--- src/rtl/cmos_cap_pkg.sv ---
// Shared types and default widths for the DVP capture path.
package cmos_cap_pkg;

   typedef enum logic [1:0] {
      IDLE   = 2'd0,
      SKIP   = 2'd1,
      ARMED  = 2'd2,
      ACTIVE = 2'd3
   } cap_state_e;

   localparam int DEF_IN_W     = 8;
   localparam int DEF_BPP      = 2;
   localparam int DEF_H_ACTIVE = 640;
   localparam int DEF_SKIP     = 10;
   localparam int DEF_CNT_W    = 12;
   localparam int FCNT_W       = 8;
   localparam int SKIP_W       = 16;

endpackage

--- src/rtl/cmos_byte_packer.sv ---
// Packs sensor bytes into pixels, MSB-first; flags line ends and
// whether the line ended mid-pixel.
module cmos_byte_packer
   import cmos_cap_pkg::*;
#(
   parameter int IN_W = DEF_IN_W,
   parameter int BPP  = DEF_BPP
) (
   input  logic                 clk,
   input  logic                 rst,
   input  logic                 href_i,
   input  logic [IN_W-1:0]      data_i,
   output logic                 pix_done_o,
   output logic [IN_W*BPP-1:0]  pix_data_o,
   output logic                 line_end_o,
   output logic                 partial_o
);

   localparam int PIX_W = IN_W * BPP;
   localparam int IDX_W = (BPP > 1) ? $clog2(BPP) : 1;
   localparam logic [IDX_W-1:0] LAST = IDX_W'(BPP - 1);

   logic [IDX_W-1:0] idx_q;
   logic [PIX_W-1:0] sh_q;
   logic [PIX_W-1:0] sh_d;
   logic [PIX_W-1:0] pix_q;
   logic             done_q;
   logic             href_q;
   logic             end_q;
   logic             part_q;

   // Shifting BPP bytes fully replaces stale content, so no clear needed.
   assign sh_d = (sh_q << IN_W) | PIX_W'(data_i);

   always_ff @(posedge clk) begin
      if (rst) begin
         idx_q  <= '0;
         sh_q   <= '0;
         pix_q  <= '0;
         done_q <= 1'b0;
         href_q <= 1'b0;
         end_q  <= 1'b0;
         part_q <= 1'b0;
      end else begin
         done_q <= 1'b0;
         end_q  <= 1'b0;
         href_q <= href_i;
         if (href_i) begin
            sh_q <= sh_d;
            if (idx_q == LAST) begin
               idx_q  <= '0;
               done_q <= 1'b1;
               pix_q  <= sh_d;
            end else begin
               idx_q <= idx_q + IDX_W'(1);
            end
         end else begin
            idx_q <= '0;
            if (href_q) begin
               end_q  <= 1'b1;
               part_q <= (idx_q != '0);
            end
         end
      end
   end

   assign pix_done_o = done_q;
   assign pix_data_o = pix_q;
   assign line_end_o = end_q;
   assign partial_o  = part_q;

endmodule

--- src/rtl/cmos_capture_win.sv ---
// DVP capture: frame skip, run-time crop window, pixel strobes.
// Optional line-format check enabled by `CAPTURE_LINE_CHECK_EN.
module cmos_capture_win
   import cmos_cap_pkg::*;
#(
   parameter int IN_W          = DEF_IN_W,
   parameter int BYTES_PER_PIX = DEF_BPP,
   parameter int H_ACTIVE      = DEF_H_ACTIVE,
   parameter int SKIP_FRAMES   = DEF_SKIP,
   parameter int CNT_W         = DEF_CNT_W
) (
   input  logic                          clk,
   input  logic                          rst,
   input  logic                          init_done,
   input  logic                          cmos_vsync,
   input  logic                          cmos_href,
   input  logic [IN_W-1:0]               cmos_data,
   input  logic [CNT_W-1:0]              win_x0,
   input  logic [CNT_W-1:0]              win_y0,
   input  logic [CNT_W-1:0]              win_w,
   input  logic [CNT_W-1:0]              win_h,
   output logic                          pix_valid,
   output logic [IN_W*BYTES_PER_PIX-1:0] pix_data,
   output logic                          frame_valid,
   output logic                          frame_start,
   output logic [FCNT_W-1:0]             frame_cnt,
   output logic                          line_err
);

   localparam int PIX_W = IN_W * BYTES_PER_PIX;
   localparam logic [CNT_W-1:0]  CMAX   = '1;
   localparam logic [SKIP_W-1:0] SKIP_N = SKIP_W'(SKIP_FRAMES);

   if (H_ACTIVE < 1 || H_ACTIVE > (1 << CNT_W) - 1) begin : g_cfg_chk
      $error("H_ACTIVE does not fit in CNT_W");
   end

   logic             vs_q;
   logic             vs_d1_q;
   logic             href_q;
   logic [IN_W-1:0]  data_q;
   logic             vs_fall;
   logic             vs_rise;
   logic             href_eff;

   logic             pk_done;
   logic [PIX_W-1:0] pk_pix;
   logic             pk_end;
   logic             pk_part;

   logic [CNT_W-1:0] x_q;
   logic [CNT_W-1:0] y_q;
   logic [CNT_W-1:0] x0_q;
   logic [CNT_W-1:0] y0_q;
   logic [CNT_W-1:0] w_q;
   logic [CNT_W-1:0] h_q;
   logic [CNT_W:0]   x_end;
   logic [CNT_W:0]   y_end;
   logic             in_win;

   cap_state_e        state_q;
   logic [SKIP_W-1:0] skip_q;
   logic [FCNT_W-1:0] fcnt_q;
   logic              pv_q;
   logic [PIX_W-1:0]  pd_q;
   logic              fv_q;
   logic              fs_q;
   logic              started_q;

   always_ff @(posedge clk) begin
      if (rst) begin
         vs_q    <= 1'b0;
         vs_d1_q <= 1'b0;
         href_q  <= 1'b0;
         data_q  <= '0;
      end else begin
         vs_q    <= cmos_vsync;
         vs_d1_q <= vs_q;
         href_q  <= cmos_href;
         data_q  <= cmos_data;
      end
   end

   assign vs_fall  = vs_d1_q & ~vs_q;
   assign vs_rise  = ~vs_d1_q & vs_q;
   // Bytes during vertical blanking are never pixels.
   assign href_eff = href_q & ~vs_q;

   cmos_byte_packer #(
      .IN_W (IN_W),
      .BPP  (BYTES_PER_PIX)
   ) u_packer (
      .clk        (clk),
      .rst        (rst),
      .href_i     (href_eff),
      .data_i     (data_q),
      .pix_done_o (pk_done),
      .pix_data_o (pk_pix),
      .line_end_o (pk_end),
      .partial_o  (pk_part)
   );

   always_ff @(posedge clk) begin
      if (rst) begin
         x_q  <= '0;
         y_q  <= '0;
         x0_q <= '0;
         y0_q <= '0;
         w_q  <= '0;
         h_q  <= '0;
      end else begin
         if (pk_end) begin
            x_q <= '0;
         end else if (pk_done && x_q != CMAX) begin
            x_q <= x_q + CNT_W'(1);
         end
         if (vs_fall) begin
            y_q  <= '0;
            x0_q <= win_x0;
            y0_q <= win_y0;
            w_q  <= win_w;
            h_q  <= win_h;
         end else if (pk_end && x_q != '0 && y_q != CMAX) begin
            y_q <= y_q + CNT_W'(1);
         end
      end
   end

   // One extra bit keeps origin+size from wrapping past the counter range.
   assign x_end  = {1'b0, x0_q} + {1'b0, w_q};
   assign y_end  = {1'b0, y0_q} + {1'b0, h_q};
   assign in_win = (x_q >= x0_q) && ({1'b0, x_q} < x_end) &&
                   (y_q >= y0_q) && ({1'b0, y_q} < y_end);

   always_ff @(posedge clk) begin
      if (rst) begin
         state_q   <= IDLE;
         skip_q    <= '0;
         fcnt_q    <= '0;
         pv_q      <= 1'b0;
         pd_q      <= '0;
         fv_q      <= 1'b0;
         fs_q      <= 1'b0;
         started_q <= 1'b0;
      end else begin
         pv_q <= 1'b0;
         fs_q <= 1'b0;
         if (pk_done) begin
            pd_q <= pk_pix;
         end
         if (!init_done) begin
            state_q <= IDLE;
            fv_q    <= 1'b0;
         end else begin
            unique case (state_q)
               IDLE: begin
                  skip_q  <= '0;
                  state_q <= SKIP;
               end
               SKIP: begin
                  if (skip_q == SKIP_N) begin
                     state_q <= ARMED;
                  end else if (vs_fall) begin
                     skip_q <= skip_q + SKIP_W'(1);
                  end
               end
               ARMED: begin
                  if (vs_fall) begin
                     state_q   <= ACTIVE;
                     fv_q      <= 1'b1;
                     started_q <= 1'b0;
                  end
               end
               ACTIVE: begin
                  if (vs_rise) begin
                     state_q <= ARMED;
                     fv_q    <= 1'b0;
                     fcnt_q  <= fcnt_q + FCNT_W'(1);
                  end else if (pk_done && in_win) begin
                     pv_q      <= 1'b1;
                     fs_q      <= ~started_q;
                     started_q <= 1'b1;
                  end
               end
               default: state_q <= IDLE;
            endcase
         end
      end
   end

`ifdef CAPTURE_LINE_CHECK_EN
   logic err_q;

   always_ff @(posedge clk) begin
      if (rst) begin
         err_q <= 1'b0;
      end else if (state_q == ACTIVE && pk_end &&
                   (pk_part || x_q != CNT_W'(H_ACTIVE))) begin
         err_q <= 1'b1;
      end
   end

   assign line_err = err_q;
`else
   logic part_unused;
   assign part_unused = pk_part;
   assign line_err    = 1'b0;
`endif

   assign pix_valid   = pv_q;
   assign pix_data    = pd_q;
   assign frame_valid = fv_q;
   assign frame_start = fs_q;
   assign frame_cnt   = fcnt_q;

endmodule
--- config.mk ---
export PLATFORM = sky130hd
export DESIGN_NAME = cmos_capture_win
export DESIGN_NICKNAME = d
export VERILOG_FILES = /design/src/rtl/cmos_cap_pkg.sv /design/src/rtl/cmos_byte_packer.sv /design/src/rtl/cmos_capture_win.sv
export SDC_FILE = /design/constraint.sdc
export NUM_CORES = 1
export LEC_CHECK = 0
export ABC_AREA = 1
export BUFFER_PORTS_ARGS = -buffer_cell sky130_fd_sc_hd__buf_2
export CELL_PAD_IN_SITES_DETAIL_PLACEMENT = 0
export CELL_PAD_IN_SITES_GLOBAL_PLACEMENT = 1
export CORE_UTILIZATION = 35
export CTS_CLUSTER_SIZE = 20
export DETAILED_ROUTE_END_ITERATION = 10
export GPL_TIMING_DRIVEN = 0
export PLACE_DENSITY_LB_ADDON = 0.1
export SLEW_MARGIN = 20
export SYNTH_ARGS = -nofsm -noshare
export SYNTH_HDL_FRONTEND = slang
export SYNTH_SLANG_ARGS = --single-unit
--- constraint.sdc ---
create_clock -name clk -period 3.55 [get_ports clk]
set_input_delay 0.355 -clock clk [delete_from_list [all_inputs] [get_ports clk]]
set_output_delay 0.355 -clock clk [all_outputs]
set_load 0.05 [all_outputs]
==> results of run 1 <==
worst paths after layout:
kind	start	end	slack, ns	depth (start not counted)
setup reg to reg	x0_q[0]	frame_start	0.35	17
hold reg to reg	u_packer.idx_q	u_packer.idx_q	0.42	1
setup / recovery	x0_q[0]	frame_start	0.35	17
hold / removal	cmos_data[3]	data_q[3]	0.10	3
power by group:
group / internal (mW) / switching, mW
registers: 1.80 / 0.0260
clock network: 0.991 / 0.977
logic: 0.132 / 0.238
placed cells by master, fill, tap and decap left out, types with 17 or more instances in the layout:
| master | synthesis | final |
|---|---|---|
| dfxtp_1 | 157 | 157 |
| inv_1 | 142 | 142 |
| nand2_1 | 140 | 139 |
| nor2_1 | 132 | 132 |
| a21oi_1 | 131 | 131 |
| o21ai_0 | 110 | 110 |
| buf_2 | 0 | 86 |
| ha_1 | 76 | 76 |
| nand3_1 | 36 | 36 |
| clkbuf_1 | 32 | 32 |
| nor3_1 | 26 | 26 |
| xor2_1 | 22 | 22 |
| clkbuf_16 | 0 | 17 |
sequential cells by signal, summed over array words and instances, names as in the netlist, 2 cells and up:
| register | flops |
|---|---|
| frame_cnt | 8 |
| state_q | 2 |
| w_q | 12 |
| y0_q | 12 |
| y_q | 12 |
| h_q | 12 |
| skip_q | 16 |
| pix_data | 16 |
| x_q | 12 |
| u_packer.sh_q | 8 |
| u_packer.pix_data_o | 16 |
| data_q | 8 |
| x0_q | 12 |
routing by layer:
layer  share of wire, %  GRT usage, %
met1                 51          26.8
met2                 44          31.0
met3                4.1          4.29
met4                1.4          6.08
met5              0.058             0
repair_timing:
action,CTS,global route
gates resized for setup,0,1
setup endpoints to repair,0,1
setup buffers,0,0
hold endpoints to repair,0,0
worst register-to-register path, delay by kind of cell, from the launching register on:
family          cells  cell delay (ns)
compound gates      2             0.29
xor+xnor            1             0.15
fa+ha+maj           3             0.90
buf+inv             1             0.06
flops               1             0.39
simple gates       10             1.35
logic make-up after synthesis:
logic type                 synth area share (%)
AOI/OAI and AO/OA                          17.1
xor gates and xnor gates                   2.91
adders and majority gates                  12.2
buffers and inverters                      8.33
DFF                                        38.7
other                                    0.0462
and+or+nand+nor                            20.7
layout make-up:
type | instances | area (um^2)
fill | 2435 | 13200
multi-input combinational | 751 | 4300
sequential | 157 | 3140
inverter | 146 | 548
timing repair buffer | 86 | 430
clock buffer | 17 | 425
tap | 285 | 357
clock inverter | 15 | 224
buffer | 33 | 128
antenna | 2 | 5.00
metrics by stage:
step / setup slack, ns / std cells / utilization (%) / instance area, um^2 / total power [mW]
after floorplan: 1.02 / 1087 / - / 8110 / 2.11
after global placement: 0.319 / 1458 / 39.2 / 8900 / 2.24
after detailed placement: 0.334 / 1458 / 39.2 / 8900 / 2.24
after CTS: 0.287 / 1490 / 42.1 / 9550 / 4.23
after global routing: 0.0337 / 1490 / 42.1 / 9550 / 4.36
final: 0.352 / 1492 / 42.1 / 9560 / 4.17
==> out/qor.yml, run 1 <==
max_cap_viol_count: 0
cts_root_buffer: "clkbuf_16"
finalCritPeriodShare_pct: 90.1
crit_path_cell_trace: "ha_1, inv_1, fa_1, nand3b_1, nand2_2, nand2_1, nand3_1, a31oi_1, xor2_1, ha_1, a21oi_1, nor2_1, nor2_1, nand3_1, nor2_1, nand4_1, nor2_1"
coreArea_um2: 22700
h-tree-depth: 4
antenna_found_initial: 3
numCtsBuffers: 17
ys.warnings.count: 0
setup_viol: 0
slew_viol_final: 0
clockBufferDepth: 2
boundaryPins: 89
async_reset_ff_share_pct: 0
place_congestion: 0.782
status: "finished, final reports clean"
post-route-min-period_ns: 3.20
yosysSeqAreaShare_pct: 38.7
synth_cells: 1087
drc: 0
dr.first_iter.drc_count: 304
nets: 1331
required_ns: 3.92
vias: 7154
yosysMostFrequentCell: "dfxtp_1"
clk_pin_slew_worst_paths_ns: 0.08
antenna_left: 0
dr.pass1.iters: 4
die_w_um: 154
cp_slowest_cell: "dfxtp_1"
hp-class: "input port to flip-flop"
crit_top_cell: "nor2_1"
end_kind: "flip-flop"
fin_tns_setup_ns: 0
worst_pin_slew_ns: 0.771
ys.flop_type: "dfxtp_1"
area_delta_synth_final_pct: 17.8
max_slew_margin_pct: 48.6
synth_top_area_share_pct: 38.7
cts.sinks: 157
syn_area_per_cell_um2: 7.46
vdd_ir_drop_max_mv: 0.247
postCtsHoldBufs: 0
num_rows: 55
grt_max_degree: 22
fin_skew_ns: 0.0115
critPathMaxStageDelay_ns: 0.39
clk_latency_ns: 0.44
port_buffers: 86
grt_pass1_wl_um: 36200
track_usage_pct: 19.7
viasPerCell: 4.79
syn_area_um2: 8110
synth_seq_cells: 157
fp.dieArea_um2: 23800
die_h_um: 154
worstPathBufferInverterCount: 1
start_util_pct: 35.7
synth_edf_count: 0
hold_viol: 0
cts_tree: "yes"
grt_pass1_vias: 6775
worstPathArrival_ns: 3.57
path_delay_family: "simple AND/OR/NAND/NOR gates"
synth.area.top_cells: "dfxtp_1 (39%), ha_1 (12%), a21oi_1 (8.1%)"
whs_ns: 0.104
synthesis.nets: 1226
avgRoutedWirePerCell_um: 15.1
cp-start-kind: "flip-flop"
path_max_fanout: 4
drt-total-wl_um: 22500
fmax_ghz: 0.313
ys_types: 39
p_leak_nw: 4.23
critical_path_class: "flip-flop to flip-flop"
layout-drive-gt1-share_pct: 11.6
power_density_nw_per_um2: 436
hpwl_um: 17200
rsz0062_at_grt: "no"
synth_common_cells: "dfxtp_1 (157), inv_1 (142), nand2_1 (140)"
yosysTopAreaCell: "dfxtp_1"
gr-total-overflow: 0
Power figures use the tool's default switching activity.
==> inputs of run 2 (changes only) <==
Settings changed: CAP_MARGIN from default to 20, SYNTH_HIERARCHICAL from default to 1.
==> run 2 against run 1 <==
  * Clock power shrank 5%
  * Critical path depth rose by 1
  * Global-route usage decreased by 0.85 points
  * Sequential power hardly changed
  * Maximum frequency rose by 0.40%
  * Utilization is 0.25 points higher
  * Critical path type unchanged
  * Critical endpoint unchanged
==> out/qor.yml, run 2 <==
worst_r2r_endpoint: "frame_start"
path_max_fanout: 4  # unchanged
ys.warnings.count: 6  # +6
worstPathArrival_ns: 3.53  # -0.04 ns
slew_viol_final: 0  # unchanged
cp.depth: 18  # +1
r2r-start: "x0_q[0]"
grt_pass1_wl_um: 35200  # -2.7%
synthesis.nets: 1239  # +1.1%
setup_viol: 0  # unchanged
finalCritPeriodShare_pct: 89.7  # -0.36 points
port_buffers: 87  # +1.2%
die_w_um: 155  # +0.42%
nets: 1345  # +1.1%
place_ws_ns: 0.284  # -0.0498 ns
path_delay_family: "simple AND/OR/NAND/NOR gates"
max_slew_margin_pct: 51.8  # +3.2 points
crit_top_cell: "nor2_1"
p_leak_nw: 4.28  # +1.3%
numCtsBuffers: 17  # unchanged
layout-drive-gt1-share_pct: 13.0  # +1.4 points
syn_area_per_cell_um2: 7.44  # -0.33%
clockBufferDepth: 2  # unchanged
status: "finished, final reports clean"
fmax_ghz: 0.314  # +0.40%
cts.sinks: 157  # unchanged
rsz0062_at_grt: "no"
cts_tree: "yes"
antenna_found_initial: 3  # unchanged
coreArea_um2: 22800  # +0.30%
avgRoutedWirePerCell_um: 14.0  # -6.8%
fin_ws_ns: 0.365  # +0.0129 ns
end_kind: "flip-flop"
seq_area_um2: 3140  # unchanged
post-route-min-period_ns: 3.19  # -0.0129 ns
r2r_slack_ns: 0.36  # about the same
crit_path_cell_trace: "ha_1, inv_1, fa_1, o21ai_2, a31oi_1, nor2_1, nor2_1, xor2_1, ha_1, a21oi_1, nor2_1, nor2_1, nand3_1, nor2_1, nand3_1, inv_1, nand2_1, nor3_1"
h-tree-depth: 4  # unchanged
fp.dieArea_um2: 24000  # +0.85%
required_ns: 3.89  # -0.03 ns
worstPathBufferInverterCount: 2  # +1
fin_skew_ns: 0.0132  # +0.00178 ns
hpwl_um: 17000  # -0.93%
final_cell_mix: "nor2_1 (162), dfxtp_1 (157), nand2_1 (156)"
num_rows: 55  # unchanged
viasPerCell: 4.64  # -3.2%
worst_pin_slew_ns: 0.715  # -0.0560 ns
drt-total-wl_um: 21500  # -4.2%
hp-class: "input port to flip-flop"
final_common_cell: "nor2_1"
fin_util_pct: 42.3  # +0.25 points
cp-start-kind: "flip-flop"
cp_slowest_cell: "fa_1"
grt_pass1_vias: 6929  # +2.3%
hold_viol: 0  # unchanged
place_congestion: 0.781  # about the same
gr-total-overflow: 0  # unchanged
whs_ns: 0.123  # +0.0190 ns
clk_latency_ns: 0.43  # about the same
area_delta_synth_final_pct: 17.8  # about the same
die_h_um: 155  # +0.42%
start_util_pct: 35.9  # +0.20 points
crit_end: "frame_start"
grt_max_degree: 20  # -9.1%
startpoint: "x0_q[0]"
power_density_nw_per_um2: 421  # -3.3%
nFillCells: 2421  # -0.57%
vias: 7119  # -0.49%
critical_path_class: "flip-flop to flip-flop"
syn_area_um2: 8180  # +0.86%
fin_tns_setup_ns: 0  # unchanged
critPathMaxStageDelay_ns: 0.41  # +0.02 ns
max_cap_viol_count: 0  # unchanged
post-cts-setup-buffers: 0  # unchanged
r2r_cells: 18  # +1
cts_root_buffer: "clkbuf_16"
drc: 0  # unchanged
synth_cells: 1100  # +1.2%
dr.first_iter.drc_count: 276  # -9.2%
multi_input_area_um2: 4380  # +2.0%
boundaryPins: 89  # unchanged
antenna_left: 0  # unchanged
vdd_ir_drop_max_mv: 0.270  # +9.3%
track_usage_pct: 18.8  # -0.85 points
dr.pass1.iters: 4  # unchanged
clk_pin_slew_worst_paths_ns: 0.08  # about the same
==> run 2: layer usage <==
layer	share of wire, %	track usage [%]	vias to the layer above
met2	47	31.4	76
met3	3.4	4.46	6
met4	0.48	4.01	2
met5	0.056	0	-
met1	49	24.6	3189
li1	-	-	3846
==> run 2: report_power, final <==
part / switching (mW) / leakage, nW / total (mW) / internal [mW]
clock network: 0.909 / 0.297 / 1.87 / 0.966
logic: 0.228 / 2.71 / 0.362 / 0.134
registers: 0.0271 / 1.27 / 1.83 / 1.80
==> run 2: layout make-up <==
cell class | count | share of cell area, %
clock inverter | 15 | 2.05
sequential | 157 | 32.6
antenna | 2 | 0.0519
inverter | 137 | 5.33
multi-input combinational | 776 | 45.4
clock buffer | 17 | 4.41
buffer | 30 | 1.54
tap | 313 | 4.06
timing repair buffer | 87 | 4.52
==> run 2: timing repair <==
item                                    CTS  global route
gates resized for setup                   0             1
endpoints found under the setup margin    0             3
hold buffers                              0             0
hold endpoints to repair                  0             0
==> run 2: tightest hold or removal path, stage by stage <==
cell and delay [ns]:
buf_2 0.07, inv_1 0.03, nor2_1 0.06
==> run 2: worst min path at each step <==
stage	start	endpoint	slack [ns]	cells after the start
2_1_floorplan	u_packer/href_q	u_packer/line_end_o	0.39	2
3_3_place_gp	u_packer/href_q	u_packer/line_end_o	0.40	2
3_5_place_dp	u_packer/href_q	u_packer/line_end_o	0.40	2
4_1_cts	cmos_data[6]	data_q[6]	0.1	3
5_1_grt	cmos_data[0]	data_q[0]	0.10	3
6_report	cmos_data[6]	data_q[6]	0.12	3
==> run 2: metrics by stage <==
step	std cells	power (mW)	area, um^2
final	1534	4.06	9640
after CTS	1532	4.14	9630
after global placement	1500	2.23	9010
after global routing	1532	4.26	9640
after floorplan	1100	2.10	8180
after detailed placement	1500	2.24	9010
